--- config.mk ---
export PLATFORM = sky130hd
export DESIGN_NAME = onchip_mem_arbiter
export DESIGN_NICKNAME = d
export VERILOG_FILES = /design/src/rtl/onchip_mem_arbiter.sv
export SDC_FILE = /design/constraint.sdc
export NUM_CORES = 1
export LEC_CHECK = 0
export CAP_MARGIN = 10
export CORE_AREA = 2 2 97 99
export CTS_CLUSTER_DIAMETER = 30
export CTS_CLUSTER_SIZE = 12
export DETAILED_ROUTE_END_ITERATION = 12
export DIE_AREA = 0 0 99 101
export PLACE_DENSITY = 0.74
export SLEW_MARGIN = 10
export SYNTH_ARGS = -nofsm -noshare
export SYNTH_HDL_FRONTEND = slang
export SYNTH_SLANG_ARGS = --single-unit
export TNS_END_PERCENT = 10
--- constraint.sdc ---
create_clock -name clk -period 1.7 [get_ports clk]
set_input_delay 0.34 -clock clk [delete_from_list [all_inputs] [get_ports clk]]
set_output_delay 0.34 -clock clk [all_outputs]
set_load 0.01 [all_outputs]
--- src/rtl/onchip_mem_arbiter.sv ---
// Two-master weighted round-robin arbiter in front of a single-port on-chip RAM.
// Grants are combinational. Read responses return exactly one cycle after the grant.
module onchip_mem_arbiter #(
  parameter int unsigned ADDR_W  = 11,
  parameter int unsigned DATA_W  = 32,
  parameter int unsigned WEIGHT0 = 2,
  parameter int unsigned WEIGHT1 = 1
) (
  input  logic                clk,
  input  logic                reset_n,

  input  logic [ADDR_W-1:0]   m0_address,
  input  logic [DATA_W/8-1:0] m0_byteenable,
  input  logic                m0_read,
  input  logic                m0_write,
  input  logic [DATA_W-1:0]   m0_writedata,
  output logic                m0_waitrequest,
  output logic [DATA_W-1:0]   m0_readdata,
  output logic                m0_readdatavalid,

  input  logic [ADDR_W-1:0]   m1_address,
  input  logic [DATA_W/8-1:0] m1_byteenable,
  input  logic                m1_read,
  input  logic                m1_write,
  input  logic [DATA_W-1:0]   m1_writedata,
  output logic                m1_waitrequest,
  output logic [DATA_W-1:0]   m1_readdata,
  output logic                m1_readdatavalid,

  output logic [ADDR_W-1:0]   mem_address,
  output logic [DATA_W/8-1:0] mem_byteenable,
  output logic [DATA_W-1:0]   mem_writedata,
  output logic                mem_chipselect,
  output logic                mem_write,
  output logic                mem_clken,
  input  logic [DATA_W-1:0]   mem_readdata
);

  localparam int unsigned CNT_W = 4;
  localparam logic [CNT_W-1:0] W0 = CNT_W'(WEIGHT0);
  localparam logic [CNT_W-1:0] W1 = CNT_W'(WEIGHT1);

  logic             ptr_q, ptr_d;
  logic [CNT_W-1:0] cnt_q, cnt_d;
  logic             rv_q, rv_d;
  logic             owner_q, owner_d;

  logic             req0, req1, contend;
  logic             gnt0, gnt1, rd_gnt;
  logic [CNT_W-1:0] cnt_inc;

  // Grant decision: a lone requester always wins, contention goes to ptr owner.
  always_comb begin
    req0    = m0_read | m0_write;
    req1    = m1_read | m1_write;
    contend = req0 & req1;
    gnt0    = reset_n & req0 & (~req1 | ~ptr_q);
    gnt1    = reset_n & req1 & (~req0 |  ptr_q);
    // A combined read+write is a write and produces no read response.
    rd_gnt  = (gnt0 & m0_read & ~m0_write) | (gnt1 & m1_read & ~m1_write);
  end

  // Memory-side mux and requester handshakes.
  always_comb begin
    m0_waitrequest   = ~gnt0;
    m1_waitrequest   = ~gnt1;
    mem_chipselect   = gnt0 | gnt1;
    mem_address      = gnt1 ? m1_address    : m0_address;
    mem_byteenable   = gnt1 ? m1_byteenable : m0_byteenable;
    mem_writedata    = gnt1 ? m1_writedata  : m0_writedata;
    mem_write        = mem_chipselect & (gnt1 ? m1_write : m0_write);
    mem_clken        = reset_n;
    m0_readdata      = mem_readdata;
    m1_readdata      = mem_readdata;
    m0_readdatavalid = rv_q & ~owner_q;
    m1_readdatavalid = rv_q &  owner_q;
  end

  // Weighted turn tracking: only contended cycles advance ptr/cnt.
  always_comb begin
    ptr_d   = ptr_q;
    cnt_d   = cnt_q;
    rv_d    = rd_gnt;
    owner_d = owner_q;
    cnt_inc = cnt_q + CNT_W'(1);
    if (contend) begin
      if (cnt_inc == (ptr_q ? W1 : W0)) begin
        ptr_d = ~ptr_q;
        cnt_d = '0;
      end else begin
        cnt_d = cnt_inc;
      end
    end
    if (rd_gnt) begin
      owner_d = gnt1;
    end
  end

  always_ff @(posedge clk or negedge reset_n) begin
    if (!reset_n) begin
      ptr_q   <= 1'b0;
      cnt_q   <= '0;
      rv_q    <= 1'b0;
      owner_q <= 1'b0;
    end else begin
      ptr_q   <= ptr_d;
      cnt_q   <= cnt_d;
      rv_q    <= rv_d;
      owner_q <= owner_d;
    end
  end

endmodule
==> reports/results.env <==
OUTCOME='complete, but fails checks'
FAILED_CHECKS='negative setup slack'
WORST_SETUP_PATH_START_KIND='register'
FRACTION_OF_FINAL_LAYOUT_CELLS_WITH_DRIVE_STRENGTH_GREATER_THAN_1=0.485
CP-END-KIND='primary output'
CELLLEAKAGEPOWER_nW=1.48
CLKSINKCOUNT=7
DIE_AREA_UM2=10000
CLK_PIN_SLEW_WORST_PATHS_NS=0.04
DR.FIRST_ITER.DRC_COUNT=33
WORSTHOLDPATHTYPE='in2async'
CLOCK_POWER_SHARE=0.096
FINALPOWER_mW=2.47
ANTENNA_FOUND_INITIAL=0
SYN-INSTANCE-COUNT=164
POWER.SHARE.SWITCHING=0.346
SYNTH.YOSYS.WARNINGS=0
PIN_COUNT=250
GRT_UTIL_ALL_LAYERS=0.124
P_SW_mW=0.854
TIMING_HOLD_VIOLATIONS_FINAL=0
STARTING_UTILIZATION_OF_THE_CORE_AREA=0.170
FINALSETUPTNS_NS=-14.32
GP_CONGESTION=0.705
DISTINCT_CELL_TYPE_COUNT_AFTER_SYNTHESIS=27
CRIT_PATH_CELL_TRACE='o221ai_4 -> buf_12 -> buf_12 -> clkbuf_16 -> mux2_4 -> buf_6'
CRIT_PATH_FREQUENT_CELL='buf_12'
DETAILEDPLACEMENTHPWL_UM=5080
CTS_MADE_BUFFERS=3
VDD_DROP_MAX_uV=323
CTS_HOLD_BUFFERS=0
PERIOD_SHARE=1.20
TIMING.CRITICAL_PATH.FANOUT_MAX=6
CLOCK_PATH_BUFFERS=2
P_INT_mW=1.62
PLACE.PORT_BUFFERS=153
DRV.MAX_CAP_VIOLATION_COUNT=0
CORE_UM2=8980
SEQ_AREA_FRAC_SYNTH=0.115
WORST-SETUP-PATH-TYPE='reg2out'
COMBPWRFRAC=0.777
CLOCK_TREE.ROOT_CELL='clkbuf_8'
SETUP.REG_TO_REG.WORST_SLACK_NS=0.14
SEQ_POWER_SHARE=0.127
ROUTED_WL_UM=7020
DIE_H_UM=101
CTS_TREE='yes'
GRT_PASS1_VIAS=1649
SETUP_VIOL_COUNT_FINAL=50
WORST_CASE_CLOCK_SKEW_NS=0.000166
DIODES=0
FIN_AREA_UM2=3220
DIE_W_UM=99
POWER_PER_CELL_AREA_nW_PER_UM2=767
LAYOUT_MIN_CYCLE_TIME_NS=2.04
MAXCLOCKFREQUENCY_GHz=0.491
TIMING.CRITICAL_PATH.BUF_INV=4
CRITICAL-PATH-TOP-DELAY-FAMILY='buffers and inverters'
CRITICAL_PATH.SLOWEST_CELL='dfrtp_1'
CLOCK_TREE.HTREE_LEVEL_COUNT=1
WORST_SLEW_PIN_SLEW_NS=0.309
WORST_EP_REQUIRED_TIME_NS=1.36
SYNTH_SEQ_CELLS=7
ROW_COUNT=35
MAX_SLEW_VIO_COUNT=0
DRT_PRE_ANTENNA_ITERS=4
DETAIL_ROUTE.DRC_VIOLATIONS=0
DRT-WIRELENGTH-PER-CELL_UM=18.2
DRT.ANTENNA.VIOLATING_NETS=0
FINAL_WORST_PATH_SETUP_SLACK_NS=-0.336
NUM_VIAS=1567
GRT_REMAINING_OVERFLOW=0
POST_SYNTH_INSTANCE_AREA_UM2=1530
VIA_TO_CELL_RATIO=4.07
NETS_FINISH=408
RSZ0062_AT_GRT='yes'
SYN-NUM-NETS=297
SYN_AREA_PER_CELL_UM2=9.32
ARRIVAL_NS=1.70
GRT_PASS1_WL_UM=9340
GRT_START_MAX_NET_PINS=14
WORST_SKEW_PAIR.LATE_LATENCY_NS=0.23
AREA_DELTA_SYNTH_FINAL_PCT=111
TIMING.MAX_SLEW.REL_SLACK=0.791
DPL_CELL_AREA_UM2=2730
TIMING.CRITICAL_PATH.SLOWEST_CELL_DELAY_NS=0.40
## per-stage QoR
stage | hold slack, ns | utilization | std cells | setup slack (ns)
final | 0.0811 | 0.359 | 385 | -0.336
after global routing | 0.0915 | 0.359 | 385 | -0.378
after CTS | 0.227 | 0.338 | 380 | -0.487
after detailed placement | 0.508 | 0.304 | 367 | -1.01
after global placement | 0.493 | 0.304 | 367 | -1.01
after floorplan | 0.0444 | - | 164 | 0.117
## placed cells by master, fill, tap and decap left out, types with 2 or more instances in the layout
master | Yosys | layout
nor3_1 | 2 | 2
clkdlybuf4s50_1 | 0 | 97
nand3b_1 | 2 | 2
o21ai_0 | 8 | 6
buf_6 | 4 | 50
clkbuf_16 | 0 | 3
and2_1 | 2 | 2
buf_2 | 0 | 4
inv_1 | 2 | 2
buf_4 | 65 | 10
nand3_1 | 2 | 2
nand2_1 | 4 | 4
buf_12 | 0 | 4
mux2_4 | 4 | 46
dfrtp_1 | 7 | 7
clkbuf_2 | 0 | 4
clkbuf_8 | 0 | 3
buf_16 | 0 | 3
xor2_1 | 3 | 3
nor2_1 | 3 | 3
## kinds of logic after synthesis
family,share of synthesized area
flops,0.115
xor+xnor,0.0172
fa+ha+maj,0.00819
buf+inv,0.364
simple gates,0.0655
mux,0.356
compound gates,0.0745
## metal layers
| layer | up-vias | global-route usage | share of wire |
|---|---|---|---|
| li1 | 726 | - | - |
| met1 | 694 | 0.129 | 0.35 |
| met2 | 121 | 0.236 | 0.52 |
| met5 | - | 0 | 0 |
| met3 | 26 | 0.0319 | 0.10 |
| met4 | 0 | 0.0485 | 0.026 |
## Yosys cell counts
library cell	count	share of area
a211oi_1	1	0.0049
a21bo_2	1	0.0066
a21o_1	1	0.0049
a41oi_1	1	0.0057
and2_1	2	0.0082
buf_4	65	0.32
buf_6	4	0.029
buf_8	1	0.0098
dfrtp_1	7	0.11
ha_1	1	0.0082
inv_1	2	0.0049
mux2_2	43	0.32
mux2_4	4	0.039
nand2_1	4	0.0098
nand3_1	2	0.0066
nand3b_1	2	0.0098
nor2_1	3	0.0074
nor2_2	1	0.0041
nor2b_1	1	0.0041
nor3_1	2	0.0066
o21a_1	1	0.0049
o21ai_0	8	0.026
o221ai_4	1	0.017
o22ai_1	1	0.0041
or2b_1	1	0.0049
or3_1	1	0.0041
xor2_1	3	0.017
## worst paths after layout
| kind | from | end | depth (start not counted) |
|---|---|---|---|
| worst max-delay path | ptr_q | mem_address[10] | 6 |
| worst min-delay path | reset_n | cnt_q[2] | 2 |
| worst max register to register | cnt_q[1] | ptr_q | 5 |
| worst min register to register | owner_q | owner_q | 1 |
| max in group asynchronous | reset_n | owner_q | 2 |
| min in group clk | owner_q | owner_q | 1 |
## registers in the layout, indices dropped and copies added (netlist names)
signal and cells:
cnt_q 4, rv_q 1, owner_q 1, ptr_q 1
## timing repair
action                                  CTS  global route
cloned                                    4             3
setup buffers                             5             3
pin swaps                                 3             3
gates resized for setup                 280            45
endpoints found under the setup margin   52            50
## power groups by stage
stage / Sequential, mW / Combinational (mW) / Clock [mW]
finish: 0.315 / 1.92 / 0.237
global route: 0.328 / 2.06 / 0.245
CTS: 0.313 / 1.76 / 0.241
detailed placement: 0.316 / 1.46 / 0
global placement: 0.311 / 1.43 / 0
floorplan: 0.320 / 0.852 / 0
## final cells by class
class                   instances  area (um^2)
clock buffers                   4         45.0
fillers                       889         5750
inverters                       2         7.51
multi-input cells              85          958
flip-flops and latches          7          175
well taps                     111          139
repair buffers                176         1900
Power figures use the tool's default switching activity.
